[config.mk]
export PLATFORM = sky130hd
export DESIGN_NAME = if_fetch
export DESIGN_NICKNAME = d
export VERILOG_FILES = /design/src/rtl/if_fetch_pkg.sv /design/src/rtl/if_fetch_sync_fifo.sv /design/src/rtl/if_fetch.sv
export SDC_FILE = /design/constraint.sdc
export NUM_CORES = 1
export LEC_CHECK = 0
export ABC_AREA = 1
export CAP_MARGIN = 20
export CORE_MARGIN = 2
export CORE_UTILIZATION = 51
export DETAILED_ROUTE_END_ITERATION = 10
export GPL_TIMING_DRIVEN = 0
export PLACE_DENSITY = 0.79
export REMOVE_ABC_BUFFERS = 1
export SYNTH_ARGS = -nofsm -noshare
export SYNTH_HDL_FRONTEND = slang
export SYNTH_HIERARCHICAL = 1
export SYNTH_SLANG_ARGS = --single-unit
[constraint.sdc]
create_clock -name clk -period 9.5 [get_ports clk]
set_input_delay 1.9 -clock clk [delete_from_list [all_inputs] [get_ports clk]]
set_output_delay 1.9 -clock clk [all_outputs]
set_load 0.05 [all_outputs]
[src/rtl/if_fetch_pkg.sv]
// Shared constants and types for the instruction-fetch stage.
package if_fetch_pkg;

  localparam int REG_BUS = 32;
  localparam logic [REG_BUS-1:0] PC_RSTN = 32'h0000_0000;
  localparam logic [REG_BUS-1:0] NOP_INSTR = 32'h0000_0013;

  // What happens to the memory response presented this cycle.
  typedef enum logic [1:0] {
    RSP_NONE,
    RSP_KEEP,
    RSP_DROP
  } rspAction_e;

  function automatic int cntWidth(input int depth);
    return $clog2(depth + 1);
  endfunction

endpackage

[src/rtl/if_fetch_sync_fifo.sv]
// Small synchronous FIFO with registered storage, synchronous clear and an occupancy count.
module sync_fifo
  import if_fetch_pkg::*;
#(
  parameter int WIDTH = 32,
  parameter int DEPTH = 2
) (
  input  logic                       i_clk,
  input  logic                       i_rst,
  input  logic                       i_clear,
  input  logic                       i_push,
  input  logic                       i_pop,
  input  logic [WIDTH-1:0]           i_din,
  output logic [WIDTH-1:0]           o_dout,
  output logic [cntWidth(DEPTH)-1:0] o_count
);

  localparam int AW = $clog2(DEPTH);
  localparam int CW = cntWidth(DEPTH);

  logic [WIDTH-1:0] r_mem [DEPTH];
  logic [AW-1:0]    r_wrPtr;
  logic [AW-1:0]    r_rdPtr;
  logic [CW-1:0]    r_count;

  always_ff @(posedge i_clk) begin
    if (i_push && !i_clear && !i_rst) begin
      r_mem[r_wrPtr] <= i_din;
    end
  end

  // Clear behaves like reset; a simultaneous push or pop is discarded.
  always_ff @(posedge i_clk) begin
    if (i_rst || i_clear) begin
      r_wrPtr <= '0;
      r_rdPtr <= '0;
      r_count <= '0;
    end else begin
      if (i_push) begin
        r_wrPtr <= r_wrPtr + AW'(1);
      end
      if (i_pop) begin
        r_rdPtr <= r_rdPtr + AW'(1);
      end
      case ({i_push, i_pop})
        2'b10:   r_count <= r_count + CW'(1);
        2'b01:   r_count <= r_count - CW'(1);
        default: r_count <= r_count;
      endcase
    end
  end

  assign o_dout  = r_mem[r_rdPtr];
  assign o_count = r_count;

endmodule

[src/rtl/if_fetch.sv]
// Instruction-fetch stage: issues imem reads under a credit limit, buffers in-order
// responses for decode and discards responses that belong to a flushed path.
module if_fetch
  import if_fetch_pkg::*;
#(
  parameter int XLEN  = REG_BUS,
  parameter int DEPTH = 2
) (
  input  logic            clk,
  input  logic            rst,
  input  logic [XLEN-1:0] pc,
  input  logic            flush_i,
  output logic            nop,
  output logic            imem_req_valid,
  input  logic            imem_req_ready,
  output logic [XLEN-1:0] imem_req_addr,
  input  logic            imem_rsp_valid,
  input  logic [XLEN-1:0] imem_rsp_data,
  output logic            id_valid,
  input  logic            id_ready,
  output logic [XLEN-1:0] id_instr,
  output logic [XLEN-1:0] id_pc
);

  localparam int CW = cntWidth(DEPTH);

  logic [CW-1:0]     w_inflight;
  logic [CW-1:0]     w_outCount;
  logic [CW:0]       w_used;
  logic              w_credit;
  logic              w_fire;
  rspAction_e        w_rspAct;
  logic              w_outPush;
  logic              w_outPop;
  logic [XLEN-1:0]   w_rspAddr;
  logic [2*XLEN-1:0] w_outHead;
  logic [CW-1:0]     r_discard;

  // Credit counts both outstanding reads and buffered words, so a full buffer stalls the PC.
  always_comb begin
    w_used   = {1'b0, w_inflight} + {1'b0, w_outCount};
    w_credit = w_used < (CW + 1)'(DEPTH);
    w_rspAct = RSP_NONE;
    if (imem_rsp_valid && !rst && (w_inflight != '0)) begin
      w_rspAct = (flush_i || (r_discard != '0)) ? RSP_DROP : RSP_KEEP;
    end
  end

  assign imem_req_valid = w_credit & ~flush_i & ~rst;
  assign imem_req_addr  = pc;
  assign w_fire         = imem_req_valid & imem_req_ready;
  assign nop            = rst | (~w_fire & ~flush_i);
  assign id_valid       = ~rst & (w_outCount != '0);
  assign w_outPush      = (w_rspAct == RSP_KEEP);
  assign w_outPop       = id_valid & id_ready;
  assign {id_pc, id_instr} = w_outHead;

  // On a flush every read still outstanding after this cycle belongs to the old path.
  always_ff @(posedge clk) begin
    if (rst) begin
      r_discard <= '0;
    end else if (flush_i) begin
      r_discard <= w_inflight - CW'(w_rspAct != RSP_NONE);
    end else if (w_rspAct == RSP_DROP) begin
      r_discard <= r_discard - CW'(1);
    end
  end

  always_ff @(posedge clk) begin
    if (!rst && imem_rsp_valid) begin
      assert (w_inflight != '0);
    end
  end

  sync_fifo #(.WIDTH(XLEN), .DEPTH(DEPTH)) u_addrFifo (
    .i_clk   (clk),
    .i_rst   (rst),
    .i_clear (1'b0),
    .i_push  (w_fire),
    .i_pop   (w_rspAct != RSP_NONE),
    .i_din   (pc),
    .o_dout  (w_rspAddr),
    .o_count (w_inflight)
  );

  sync_fifo #(.WIDTH(2 * XLEN), .DEPTH(DEPTH)) u_outFifo (
    .i_clk   (clk),
    .i_rst   (rst),
    .i_clear (flush_i),
    .i_push  (w_outPush),
    .i_pop   (w_outPop),
    .i_din   ({w_rspAddr, imem_rsp_data}),
    .o_dout  (w_outHead),
    .o_count (w_outCount)
  );

endmodule

==> flow_summary.ini <==
[outcome]
outcome = finished clean

[layout]
cell_count_final_fillers_out = 836
layout.cells.most_common = sky130_fd_sc_hd__edfxtp_1
post-route-util_pct = 67.43
antennaDiodeCount = 0
layout.cell_area.non_filler_sq_mm = 0.01075
most-common-layout-cells = 192 x sky130_fd_sc_hd__edfxtp_1, 168 x sky130_fd_sc_hd__clkdlybuf4s50_1, 90 x sky130_fd_sc_hd__mux2_4
final_nets = 683
fillers = 1064
area.growth.synth_to_final_pct = 28.68
final_layout_size_suffix_gt1_share_pct = 24.03

[floorplanning]
initial_utilization_pct = 52.40
core-area_sq_mm = 0.01594
fp-row-count = 46
dieHeight_um = 132.0
die_w_um = 132.0
design.portCount = 169
dieArea_sq_mm = 0.01742

[timing]
slew_violations = 0
final_hold_viol_count = 0
max_slew_margin_pct = 37.63
setup_viol = 0
setup_repair_after_global_routing_missed_its_margin = false
hold-worst-slack_ps = 469.1
fin_crit_ps = 5544
fmax_mhz = 180.4
tightest_slew_ps = 930.6
timing.final.ws_setup_ps = 3956
clock-skew-final_ps = 10.23
setup_tns_ps = 0
finalCritPeriodShare_pct = 58.35

[detailed_routing]
drt-initial-drc-count = 198
wirelength_um = 14370
drc = 0
via_per_inst = 4.938
routed-via-count = 4128
postRouteAntennaNets = 0
drt_first_pass_iters = 4
route.detailed.wl_per_inst_um = 17.19

[logic_synthesis]
netlist-cell-type-count = 24
postSynthRegisterBits = 204
area_of_the_mapped_netlist_sq_mm = 0.008354
synthTopCellsByArea = sky130_fd_sc_hd__edfxtp_1 69%, sky130_fd_sc_hd__mux2_4 16%, sky130_fd_sc_hd__dfxtp_1 2.9%, sky130_fd_sc_hd__buf_4 2.9%, sky130_fd_sc_hd__buf_12 2.2%
ys.warnings.count = 6
yosys.area.top_type_share_pct = 69.01
synthDominantAreaCellType = sky130_fd_sc_hd__edfxtp_1
synth.avg_cell_area_sq_um = 18.73
async_flop_share_pct = 0
synthesis.instances = 446
count_of_flip_flops_with_a_built_in_enable_after_synthesis = 192
synthFlopType = sky130_fd_sc_hd__edfxtp_1
synth.yosys.seq_area_share_pct = 71.89

[placement]
port_buffer_count = 168
globalplace.congestion = 0.8080
dp_hpwl_um = 9943
placed_cell_area_sq_mm = 0.01013
dp_worst_setup_slack_ps = 3969
place_inst = 801

[critical_path]
worstSetupEndpointType = primary output
critical_path.cell_chain = clkdlybuf4s50_1 > nor3_2 > nand2_1 > nand2_1 > nand2_1 > clkdlybuf4s50_1
cp-start-kind = input port
timing.critical_path.required_ps = 7600
worst_setup_path_startpoint = rst
setup.worst_path.class = in -> out
regToRegStartpoint = u_addrFifo/o_count[1]
crit_slowest_cell = sky130_fd_sc_hd__clkdlybuf4s50_1
critical_path_arrival_ps = 3640
crit_path_frequent_cell = sky130_fd_sc_hd__nand2_1
delay_of_the_slowest_cell_on_the_worst_path_ps = 800
critical_path.top_delay_family = buffers and inverters
worstPathBufferInverterCount = 2
worst-path-max-fanout = 7

[global_routing]
grt_util_all_layers_pct = 16.10
globalRoute.totalOverflow = 0
grt_start_max_net_pins = 36
number_of_antenna_violations_at_the_first_check_in_global_routing = 0
grt_pass1_vias = 4419
wire_length_of_the_first_global_routing_pass_um = 22270

[cts]
ctsLongestPathBuffers = 3
cts.root.buffer_cell = sky130_fd_sc_hd__clkbuf_16
post_cts.resized_instances = 0
cts_tree = done
clk_pin_slew_ps = 60
tritoncts_buffer_count = 21
clock_tree_sinks = 204
post_cts.repair.setup_buffers = 0
cts_hold_buf = 0
cts_htree_levels = 1
clk-insertion-delay-late_ps = 480

[job]
max_cap_violation_count = 0

[hold_path]
timing.hold.worst.start = u_outFifo/r_wrPtr
worstHoldPathType = reg -> reg

[pwr]
vdd_drop_max_mv = 0.1519
power.density_mw_per_mm2 = 169.1
post-layout-total-power_mw = 1.817
power_leakage_nw = 3.774
sequential cells by signal, indices dropped and copies added, names as in the netlist, named ones only:
| signal | flops |
|---|---|
| u_addrFifo/r_rdPtr | 1 |
| u_outFifo/r_wrPtr | 1 |
| u_addrFifo/r_mem | 64 |
| u_addrFifo/o_count | 2 |
| u_addrFifo/r_wrPtr | 1 |
| u_outFifo/r_rdPtr | 1 |
| u_outFifo/r_mem | 128 |
| r_discard | 2 |
| u_outFifo/o_count | 2 |
worst register-to-register path, cell delays in order, from the launching register on:
cell and delay, ps:
sky130_fd_sc_hd__dfxtp_1 430, sky130_fd_sc_hd__inv_1 90, sky130_fd_sc_hd__nand2_1 110, sky130_fd_sc_hd__nand2_1 80
sky130_fd_sc_hd__nor3_1 220, sky130_fd_sc_hd__inv_1 130, sky130_fd_sc_hd__nor3_2 760, sky130_fd_sc_hd__buf_6 250
sky130_fd_sc_hd__buf_6 180, sky130_fd_sc_hd__buf_6 170, sky130_fd_sc_hd__buf_6 170
cells in the mapped netlist, types with 3 or more instances:
cell	number
sky130_fd_sc_hd__dfxtp_1	12
sky130_fd_sc_hd__mux2_2	6
sky130_fd_sc_hd__nor3_1	3
sky130_fd_sc_hd__edfxtp_1	192
sky130_fd_sc_hd__inv_1	26
sky130_fd_sc_hd__nor2_1	22
sky130_fd_sc_hd__a21oi_1	5
sky130_fd_sc_hd__nand2_1	28
sky130_fd_sc_hd__ha_1	4
sky130_fd_sc_hd__mux2_4	90
sky130_fd_sc_hd__buf_12	9
sky130_fd_sc_hd__buf_4	32
routing by layer:
layer / routed length, um / vias up / share of wire (%) / GRT usage [%]
li1: - / 1928 / - / -
met1: 5750 / 2017 / 40 / 19.14
met2: 7436 / 156 / 52 / 29.20
met3: 940 / 27 / 6.5 / 3.806
met4: 245 / 0 / 1.7 / 4.529
met5: 0 / - / 0 / 0
report_power, final:
| part | internal (mW) | switching [mW] | total, mW |
|---|---|---|---|
| registers | 0.981 | 0.00110 | 0.982 |
| logic | 0.0437 | 0.0512 | 0.0949 |
| clock network | 0.433 | 0.307 | 0.740 |
cell type report:
cell class	instances	area, sq um	area share, %
flip-flops and latches	204	6011	55.91
repair buffers	182	1917	17.83
multi-input cells	172	1829	17.02
clock buffers	26	544.3	5.063
well taps	216	270.3	2.514
inverters	27	101.3	0.9427
clock inverters	9	77.57	0.7216
cell families (layout without fill, tap and decap cells):
group                      Yosys count  after routing  synth area share (%)
buffers and inverters               70            244                 6.515
other                                1              1               0.04489
AOI/OAI and AO/OA                    7              7                0.4193
muxes                               96             96                 16.98
xor gates and xnor gates             2              2                0.2097
and+or+nand+nor                     61             61                 3.100
adders and majority gates            5              5                0.8387
DFF                                204            204                 71.89
worst paths after layout:
path	slack, ps	to	depth (start not counted)
setup / recovery	3960	nop	6
hold / removal	470	u_outFifo/r_wrPtr	2
setup reg to reg	6620	u_outFifo/r_mem[1][17]	10
hold reg to reg	470	u_outFifo/r_wrPtr	2
(Power assumes the default switching activity.)
